`src/rtl/fp_pkg.sv`:
```
// Shared definitions for the floating-point multiplier: flag bit positions,
// operand classes and the canonical quiet-NaN encoding.
package fp_pkg;

  localparam int FLAG_INEXACT   = 0;
  localparam int FLAG_UNDERFLOW = 1;
  localparam int FLAG_OVERFLOW  = 2;
  localparam int FLAG_INVALID   = 3;

  typedef enum logic [1:0] {
    CLS_ZERO = 2'd0,
    CLS_NORM = 2'd1,
    CLS_INF  = 2'd2,
    CLS_NAN  = 2'd3
  } fp_class_t;

  // Positive canonical qNaN for an n-bit word with an es-bit exponent, in the low n bits.
  function automatic logic [63:0] fp_qnan(input int n, input int es);
    logic [63:0] v;
    v = '0;
    for (int i = 0; i < 64; i++) begin
      if (i >= n - 1 - es && i < n - 1) v[6'(i)] = 1'b1;
    end
    v[6'(n - es - 2)] = 1'b1;
    return v;
  endfunction

endpackage

```
`src/rtl/fp_round_rne.sv`:
```
// Round-to-nearest-even of a normalised mantissa; a carry out of the mantissa
// bumps the exponent.
module fp_round_rne #(
  parameter int SS = 23,
  parameter int EW = 10
) (
  input  logic [SS-1:0]        mant,
  input  logic                 guard,
  input  logic                 round,
  input  logic                 sticky,
  input  logic signed [EW-1:0] exp_raw,
  output logic [SS-1:0]        mant_rnd,
  output logic signed [EW-1:0] exp_rnd,
  output logic                 carry
);

  logic        inc;
  logic [SS:0] sum;

  assign inc      = guard & (round | sticky | mant[0]);
  assign sum      = {1'b0, mant} + {{SS{1'b0}}, inc};
  assign carry    = sum[SS];
  assign mant_rnd = sum[SS-1:0];
  assign exp_rnd  = exp_raw + $signed({{(EW-1){1'b0}}, carry});

endmodule

```
`src/rtl/fp_mul_pipe.sv`:
```
// Three-stage floating-point multiplier (classify/multiply, normalise,
// round/pack) with a single global advance for backpressure.
module fp_mul_pipe
  import fp_pkg::*;
#(
  parameter int N    = 32,
  parameter int ES   = 8,
  parameter int SS   = N - ES - 1,
  parameter int BIAS = 2**(ES-1) - 1
) (
  input  logic         clk,
  input  logic         rst,
  input  logic         in_valid,
  output logic         in_ready,
  input  logic [N-1:0] a,
  input  logic [N-1:0] b,
  output logic         out_valid,
  input  logic         out_ready,
  output logic [N-1:0] result,
  output logic [3:0]   flags
);

  localparam int PW = 2*SS + 2;
  localparam int EW = ES + 2;
  localparam logic signed [EW-1:0] BIAS_E  = EW'(BIAS);
  localparam logic signed [EW-1:0] EXP_INF = EW'(2**ES - 1);
  localparam logic [N-1:0]         QNAN    = N'(fp_qnan(N, ES));

  function automatic fp_class_t classify(input logic [N-1:0] x);
    if (x[N-2:SS] == '0) return CLS_ZERO;
    if (x[N-2:SS] == '1) return (x[SS-1:0] == '0) ? CLS_INF : CLS_NAN;
    return CLS_NORM;
  endfunction

  function automatic fp_class_t combine(input fp_class_t ca, input fp_class_t cb);
    if (ca == CLS_NAN || cb == CLS_NAN) return CLS_NAN;
    if ((ca == CLS_INF && cb == CLS_ZERO) || (ca == CLS_ZERO && cb == CLS_INF)) return CLS_NAN;
    if (ca == CLS_INF || cb == CLS_INF) return CLS_INF;
    if (ca == CLS_ZERO || cb == CLS_ZERO) return CLS_ZERO;
    return CLS_NORM;
  endfunction

  // Exponent range saturation for the finite path; returns {flags, word}.
  function automatic logic [N+3:0] pack_norm(input logic sgn, input logic signed [EW-1:0] e,
                                             input logic [SS-1:0] m, input logic cy,
                                             input logic lossy);
    logic [3:0]   f;
    logic [N-1:0] w;
    f = '0;
    w = {sgn, {(N-1){1'b0}}};
    if (e >= EXP_INF) begin
      w[N-2:SS]         = '1;
      f[FLAG_OVERFLOW]  = 1'b1;
      f[FLAG_INEXACT]   = 1'b1;
    end else if (e[EW-1] || e == '0) begin
      f[FLAG_UNDERFLOW] = 1'b1;
      f[FLAG_INEXACT]   = 1'b1;
    end else begin
      w[N-2:SS]         = e[ES-1:0];
      w[SS-1:0]         = cy ? '0 : m;
      f[FLAG_INEXACT]   = lossy;
    end
    return {f, w};
  endfunction

  logic advance;
  assign advance  = !out_valid || out_ready;
  assign in_ready = advance;

  // S1: classify operands, multiply significands, sum exponents
  logic [PW-1:0]        ma_x, mb_x, prod_s1;
  logic signed [EW-1:0] exp_s1;
  assign ma_x    = {{(SS+1){1'b0}}, 1'b1, a[SS-1:0]};
  assign mb_x    = {{(SS+1){1'b0}}, 1'b1, b[SS-1:0]};
  assign prod_s1 = ma_x * mb_x;
  assign exp_s1  = $signed({2'b00, a[N-2:SS]}) + $signed({2'b00, b[N-2:SS]}) - BIAS_E;

  logic                 vld_p0, sign_p0;
  fp_class_t            cls_p0;
  logic [PW-1:0]        prod_p0;
  logic signed [EW-1:0] exp_p0;

  // S2: normalise so the leading one sits at bit 2*SS, keeping the shifted-out bit as sticky
  logic [PW-2:0]        norm_s2;
  logic                 lost_s2;
  logic signed [EW-1:0] exp_s2;
  assign norm_s2 = prod_p0[PW-1] ? prod_p0[PW-1:1] : prod_p0[PW-2:0];
  assign lost_s2 = prod_p0[PW-1] & prod_p0[0];
  assign exp_s2  = exp_p0 + $signed({{(EW-1){1'b0}}, prod_p0[PW-1]});

  logic                 vld_p1, sign_p1, guard_p1, round_p1, sticky_p1;
  fp_class_t            cls_p1;
  logic [SS-1:0]        mant_p1;
  logic signed [EW-1:0] exp_p1;

  // S3: round, resolve special classes and exponent range, pack
  logic [SS-1:0]        mant_rnd;
  logic signed [EW-1:0] exp_rnd;
  logic                 carry_rnd;
  logic [N-1:0]         res_s3;
  logic [3:0]           flags_s3;

  fp_round_rne #(.SS(SS), .EW(EW)) u_round (
    .mant     (mant_p1),
    .guard    (guard_p1),
    .round    (round_p1),
    .sticky   (sticky_p1),
    .exp_raw  (exp_p1),
    .mant_rnd (mant_rnd),
    .exp_rnd  (exp_rnd),
    .carry    (carry_rnd)
  );

  always_comb begin
    res_s3   = {sign_p1, {(N-1){1'b0}}};
    flags_s3 = '0;
    case (cls_p1)
      CLS_NAN: begin
        res_s3                 = {sign_p1, QNAN[N-2:0]};
        flags_s3[FLAG_INVALID] = 1'b1;
      end
      CLS_INF:  res_s3 = {sign_p1, {ES{1'b1}}, {SS{1'b0}}};
      CLS_ZERO: res_s3 = {sign_p1, {(N-1){1'b0}}};
      default:  {flags_s3, res_s3} = pack_norm(sign_p1, exp_rnd, mant_rnd, carry_rnd,
                                               guard_p1 | round_p1 | sticky_p1);
    endcase
  end

  logic         vld_p2;
  logic [N-1:0] res_p2;
  logic [3:0]   flags_p2;

  always_ff @(posedge clk) begin
    if (rst) begin
      vld_p0 <= 1'b0;
      vld_p1 <= 1'b0;
      vld_p2 <= 1'b0;
    end else if (advance) begin
      vld_p0 <= in_valid;
      vld_p1 <= vld_p0;
      vld_p2 <= vld_p1;
    end
  end

  always_ff @(posedge clk) begin
    if (advance) begin
      sign_p0   <= a[N-1] ^ b[N-1];
      cls_p0    <= combine(classify(a), classify(b));
      prod_p0   <= prod_s1;
      exp_p0    <= exp_s1;
      sign_p1   <= sign_p0;
      cls_p1    <= cls_p0;
      mant_p1   <= norm_s2[PW-3:SS];
      guard_p1  <= norm_s2[SS-1];
      round_p1  <= norm_s2[SS-2];
      sticky_p1 <= (|norm_s2[SS-3:0]) | lost_s2;
      exp_p1    <= exp_s2;
      res_p2    <= res_s3;
      flags_p2  <= flags_s3;
    end
  end

  assign out_valid = vld_p2;
  assign result    = vld_p2 ? res_p2 : '0;
  assign flags     = vld_p2 ? flags_p2 : '0;

endmodule

```
`config.mk`:
```
export PLATFORM = sky130hd
export DESIGN_NAME = fp_mul_pipe
export DESIGN_NICKNAME = d
export VERILOG_FILES = /design/src/rtl/fp_pkg.sv /design/src/rtl/fp_round_rne.sv /design/src/rtl/fp_mul_pipe.sv
export SDC_FILE = /design/constraint.sdc
export NUM_CORES = 2
export LEC_CHECK = 0
export CAP_MARGIN = 40
export CORE_ASPECT_RATIO = 0.75
export CORE_MARGIN = 2
export CORE_UTILIZATION = 55
export CTS_BUF_LIST = sky130_fd_sc_hd__clkbuf_2 sky130_fd_sc_hd__clkbuf_4 sky130_fd_sc_hd__clkbuf_8
export DETAILED_ROUTE_END_ITERATION = 8
export PLACE_DENSITY = 0.73
export RECOVER_POWER = 50
export SLEW_MARGIN = 20
export SYNTH_ARGS = -nofsm -noshare
export SYNTH_HDL_FRONTEND = slang
export SYNTH_SLANG_ARGS = --single-unit
export TNS_END_PERCENT = 5
```
`constraint.sdc`:
```
create_clock -name clk -period 15.1 [get_ports clk]
set_input_delay 3.02 -clock clk [delete_from_list [all_inputs] [get_ports clk]]
set_output_delay 3.02 -clock clk [all_outputs]
set_load 0.005 [all_outputs]
```
After elaboration in Yosys (flattened, before gate mapping)
Index checks and enable logic that the tools add are counted.
{"block": "word_totals", "ff_bits": 139, "ram_bits": 0, "latch_bits": 0, "mem_bits_ro": 0, "out_inout_bits": 38, "input_bits": 68, "wordCells": 118, "n_memories": 0}
{"block": "classes", "n_mux": 57, "n_reduce_logical": 20, "shifts": 0, "add_sub_neg": 5, "n_eq_ne": 8, "n_bitwise": 8, "n_div": 0, "order_cmp": 1, "n_mul": 1}
{"operator": "31-bit one-hot mux with 3 select lines", "n": 1}
{"operator": "24-bit by 24-bit multiplier with 48-bit output", "n": 1}
{"operator": "23-bit logical NOT", "n": 2}
{"operator": "23-bit two-way mux", "n": 2}
{"operator": "46-bit two-way mux", "n": 1}
{"operator": "2-bit two-way mux", "n": 18}
{"operator": "32-bit two-way mux", "n": 1}
{"operator": "1-bit two-way mux", "n": 31}
{"operator": "31-bit two-way mux", "n": 1}
{"operator": "23-bit by 1-bit adder with 24-bit output", "n": 1}
{"operator": "21-bit OR reduction", "n": 1}
{"operator": "10-bit by 2-bit adder with 10-bit output", "n": 2}
{"operator": "8-bit == test (second input constant)", "n": 2}
{"operator": "8-bit logical NOT", "n": 2}
{"operator": "2-bit == test (second input constant)", "n": 6}
{"operator": "10-bit by 9-bit >= comparator with 1-bit output (second input constant)", "n": 1}
{"operator": "10-bit logical NOT", "n": 1}
{"operator": "9-bit by 7-bit subtractor with 10-bit output (second input constant)", "n": 1}
{"operator": "8-bit by 8-bit adder with 9-bit output", "n": 1}
{"operator": "8-bit two-way mux", "n": 1}
{"operator": "2-bit logical NOT", "n": 3}
{"operator": "1-bit logical OR", "n": 6}
{"operator": "1-bit bitwise OR", "n": 5}
{"operator": "4-bit two-way mux", "n": 1}
{"operator": "other kinds (6)", "n": 8}

Longest topological paths before layout
{"block": "logic_depth", "depth_word": 25, "depth_mapped": 27, "ltp_nobuf": 25}

Cells and area by module
Synthesis repeated with hierarchy kept, for this count alone.
{"block": "hier_totals", "hier_cells": 2588, "hier_area_um2": 25075.3}
{"module": "fp_mul_pipe", "seq_area_each_um2": 4144.0, "cells_each": 2501, "instances": 1, "area_each_um2": 24471.0}
{"module": "fp_round_rne", "seq_area_each_um2": 0.0, "cells_each": 87, "instances": 1, "area_each_um2": 604.3}

Worst setup path after synthesis
OpenSTA, ideal clock, no wires.
{"block": "synth_timing", "kind": "input -> output", "start": "in out_ready", "end": "out in_ready", "path_stages": 1, "slack_ns": 5.660, "path_buffers": 0, "t_required_ns": 12.080, "arrival_ns": 6.420, "path_cell_list": "nand2b_1"}
{"block": "synth_between", "elab_chain_cells": 1}
{"element": "from (decl)", "line": "fp_mul_pipe.sv:18", "rtl": "input logic out_ready,"}
{"element": "1-bit logical OR", "line": "fp_mul_pipe.sv:67", "rtl": "assign advance = !out_valid || out_ready;"}
{"element": "to (decl)", "line": "fp_mul_pipe.sv:14", "rtl": "output logic in_ready,"}
Every way passes these cells.

Final worst setup path
{"block": "layout_timing", "start": "in a[0]", "end": "reg prod_p0[47], data pin"}
{"block": "layout_between", "elab_chain_cells": 1}
{"element": "from (decl)", "line": "fp_mul_pipe.sv:15", "rtl": "input logic [N-1:0] a,"}
{"element": "24-bit by 24-bit multiplier with 48-bit output", "line": "fp_mul_pipe.sv:75", "rtl": "assign prod_s1 = ma_x * mb_x;"}
{"element": "named net prod_s1[47]", "line": "fp_mul_pipe.sv:71", "rtl": "logic [PW-1:0] ma_x, mb_x, prod_s1;"}
{"element": "to (signal assigned)", "line": "fp_mul_pipe.sv:149", "rtl": "prod_p0 <= prod_s1;"}
{"element": "to (decl)", "line": "fp_mul_pipe.sv:80", "rtl": "logic [PW-1:0] prod_p0;"}
The timed path passes the listed nets, and every way through them passes these cells.
A chain may end at the register's enable or synchronous reset.

==> reports/qor.yml <==
run_status: "finished with violations"
violations_in_the_final_reports: "capacitance limit, slew limit"
die_area_um2: 47500
synth.distinct_cells: 58
yosys_warnings: 0
holdBufCountCts: 0
hold_end: "sign_p1"
gr-usage-all-layers_pct: 28.9
finalWeightedCongestion: 0.934
clock_skew_ns: 0.0149
syn-num-nets: 3358
wl_per_cell_um: 20.2
antenna_cells_inserted: 0
die_y_um: 189
detailed_route_iter0_violations: 1706
critPathMostFrequentCell: "fa_1"
syn-cell-area_um2: 25200
cpLargestDelayFamily: "adder cells"
critical_path_class: "primary input to register"
postSynthRegisterBits: 139
route.vias.total: 18500
postSynth.asyncResetShare_pct: 0
ant_nets: 0
final_cell_mix: "inv_1, fa_1, nand2_1"
worst-endpoint-arrival_ns: 10.44
finalWorstPathRequiredPeriod_ns: 10.26
maxSlewViolCount: 115
critical-path-slowest-cell: "clkbuf_1"
grt_max_degree: 55
global_route_congestion_overflow_total: 0
rows: 67
worst-r2r-cell-count: 13
cp_data_required_time_ns: 15.29
drc: 0
hold_depth: 0
slew_headroom_pct: -46.1
horiz_die_dim_um: 251
design.final.nets: 3421
grt_pass1_vias: 19300
setup.worst_path.start_class: "primary input"
end_kind: "register"
hold_start: "sign_p0"
worstHoldPathType: "register to register"
clock_latency_ns: 0.45
syn-mean-instance-area_um2: 9.63
seq_area_frac_synth_pct: 16.5
crit_fanout: 25
clkSinkCount: 139
r2r_end: "res_p2[9]"
max-clock-path-buffers: 2
syn2layout_area_growth_pct: 8.62
critical_path.cell_chain: "clkdlybuf4s50_1, clkbuf_1, fa_1, inv_1, fa_1, inv_1, fa_1, fa_1, fa_1, fa_1, inv_1, fa_1, inv_1, ha_1, nand2_1, o21ai_0, a21oi_1, a2111oi_2, o21ai_1, a21oi_1, nor2_1, o31ai_1, a32oi_1"
synthesis.instances: 2614
flop_to_flop_setup_slack_ns: 10.31
floorplan.core_area_um2: 44900
critPathMaxStageDelay_ns: 1.12
clk_transition_reported_paths_ns: 0.08
timing.fmax_ghz: 0.0975
input_output_buffers: 105
clock_tree_from_tritoncts: "done"
route.final.wire_length_um: 66300
tightest_slew_ns: 2.19
post-route-period-util_pct: 67.9
dp_hpwl_um: 52100
per_cell_via_count_in_the_routed_design: 5.66
grt_setup_unrepaired: "false"
io_pins: 106
postLayoutCoreUtil_pct: 60.8
cts-buffers-inserted: 17
maxCapViolCount: 3
rr_startpoint: "guard_p1"
critical_path.n_buffers_inverters: 6
grt_pass1_wl_um: 106000
synth_edf_count: 136
final_number_of_setup_violating_endpoints: 0
cts_resized: 0
final-hold-violation-count: 0
grt_antenna_before_repair: 0
floorplan.initialDensity_pct: 56.0
share_of_final_layout_standard_cells_stronger_than_drive_strength_1_pct: 4.57
htree_num_levels: 4
final_common_cell: "inv_1"
finalSetupTns_ns: 0
root_buffer: "clkbuf_8"
drt-pass1-iter-count: 7
most_used_flip_flop_cell_after_synthesis: "edfxtp_1"
cts_setup_buffers: 0
## through the flow
step	hold slack, ns	setup WS (ns)	area, µm²	instances
2_1_floorplan	0.400	5.66	25200	2614
3_3_place_gp	0.401	4.33	26800	3232
3_5_place_dp	0.416	4.45	27000	3242
4_1_cts	0.435	4.94	27300	3274
5_1_grt	0.441	4.57	27300	3276
6_report	0.434	4.84	27300	3276
## sequential cells by signal, summed over array words and instances (netlist names), 2 cells and up
name and flops:
cls_p0 2, cls_p1 2, exp_p0 10, exp_p1 10, flags_p2 4, mant_p1 23
prod_p0 48, res_p2 32
## routing by layer
layer  vias up  part of all wire (%)  track usage (%)
met4         0                   3.4             8.95
met2       948                    46             44.9
met5         -                     0                0
met1      9384                    41             41.3
li1       8026                     -                -
met3       168                    10             5.71
## cells by family after synthesis
group,synth area share [%]
simple gates,16.0
xor+xnor,3.10
buf+inv,10.6
mux,1.20
compound gates,4.58
flops,16.5
fa+ha+maj,48.0
## area by class of cell
cell class              count  area [µm²]
multi-input cells        1771       18300
fillers                  3704       17600
flip-flops and latches    139        4140
inverters                 593        2230
repair buffers            155        1510
well taps                 586         733
clock buffers              20         263
clock inverters            12         115
## cell usage after synthesis, types with 6 or more instances
cell,n,share of area [%]
inv_1,590,8.8
fa_1,483,38
nand2_1,297,4.4
and2_1,289,7.2
ha_1,193,9.6
edfxtp_1,136,16
clkbuf_1,103,1.5
nor2_1,93,1.4
a21oi_1,67,1.3
xnor2_1,52,1.8
xor2_1,37,1.3
nand3_1,35,0.70
a21o_1,30,0.89
mux2_2,25,1.1
o21ai_0,20,0.40
nand4_1,19,0.47
nor4_1,19,0.47
and3_1,13,0.32
o21bai_1,11,0.33
o21ai_1,9,0.18
nor2b_1,8,0.20
a21oi_2,7,0.24
nor3_1,7,0.14
nand2b_1,6,0.15
## how the worst max path moves through the flow
stage	end	depth (start not counted)	start	slack, ns
floorplan	in_ready	1	out_ready	5.66
global placement	prod_p0[46]	25	a[8]	4.33
detailed placement	prod_p0[47]	26	b[12]	4.45
CTS	prod_p0[47]	26	b[12]	4.94
global route	prod_p0[47]	23	a[0]	4.57
finish	prod_p0[47]	23	a[0]	4.84
## worst register-to-register path, delay by kind of cell (launching register included)
| kind | cells | cell delay [ns] |
|---|---|---|
| adder cells (fa/ha/maj) | 2 | 0.62 |
| AND/OR/NAND/NOR | 8 | 2.54 |
| AO/OA/AOI/OAI | 2 | 0.82 |
| flip-flops | 1 | 0.39 |
| XOR/XNOR | 1 | 0.26 |
Power is left out: the tool's default activity adds up to more than one toggle a clock period on the data nets, which glitch-free logic cannot reach.
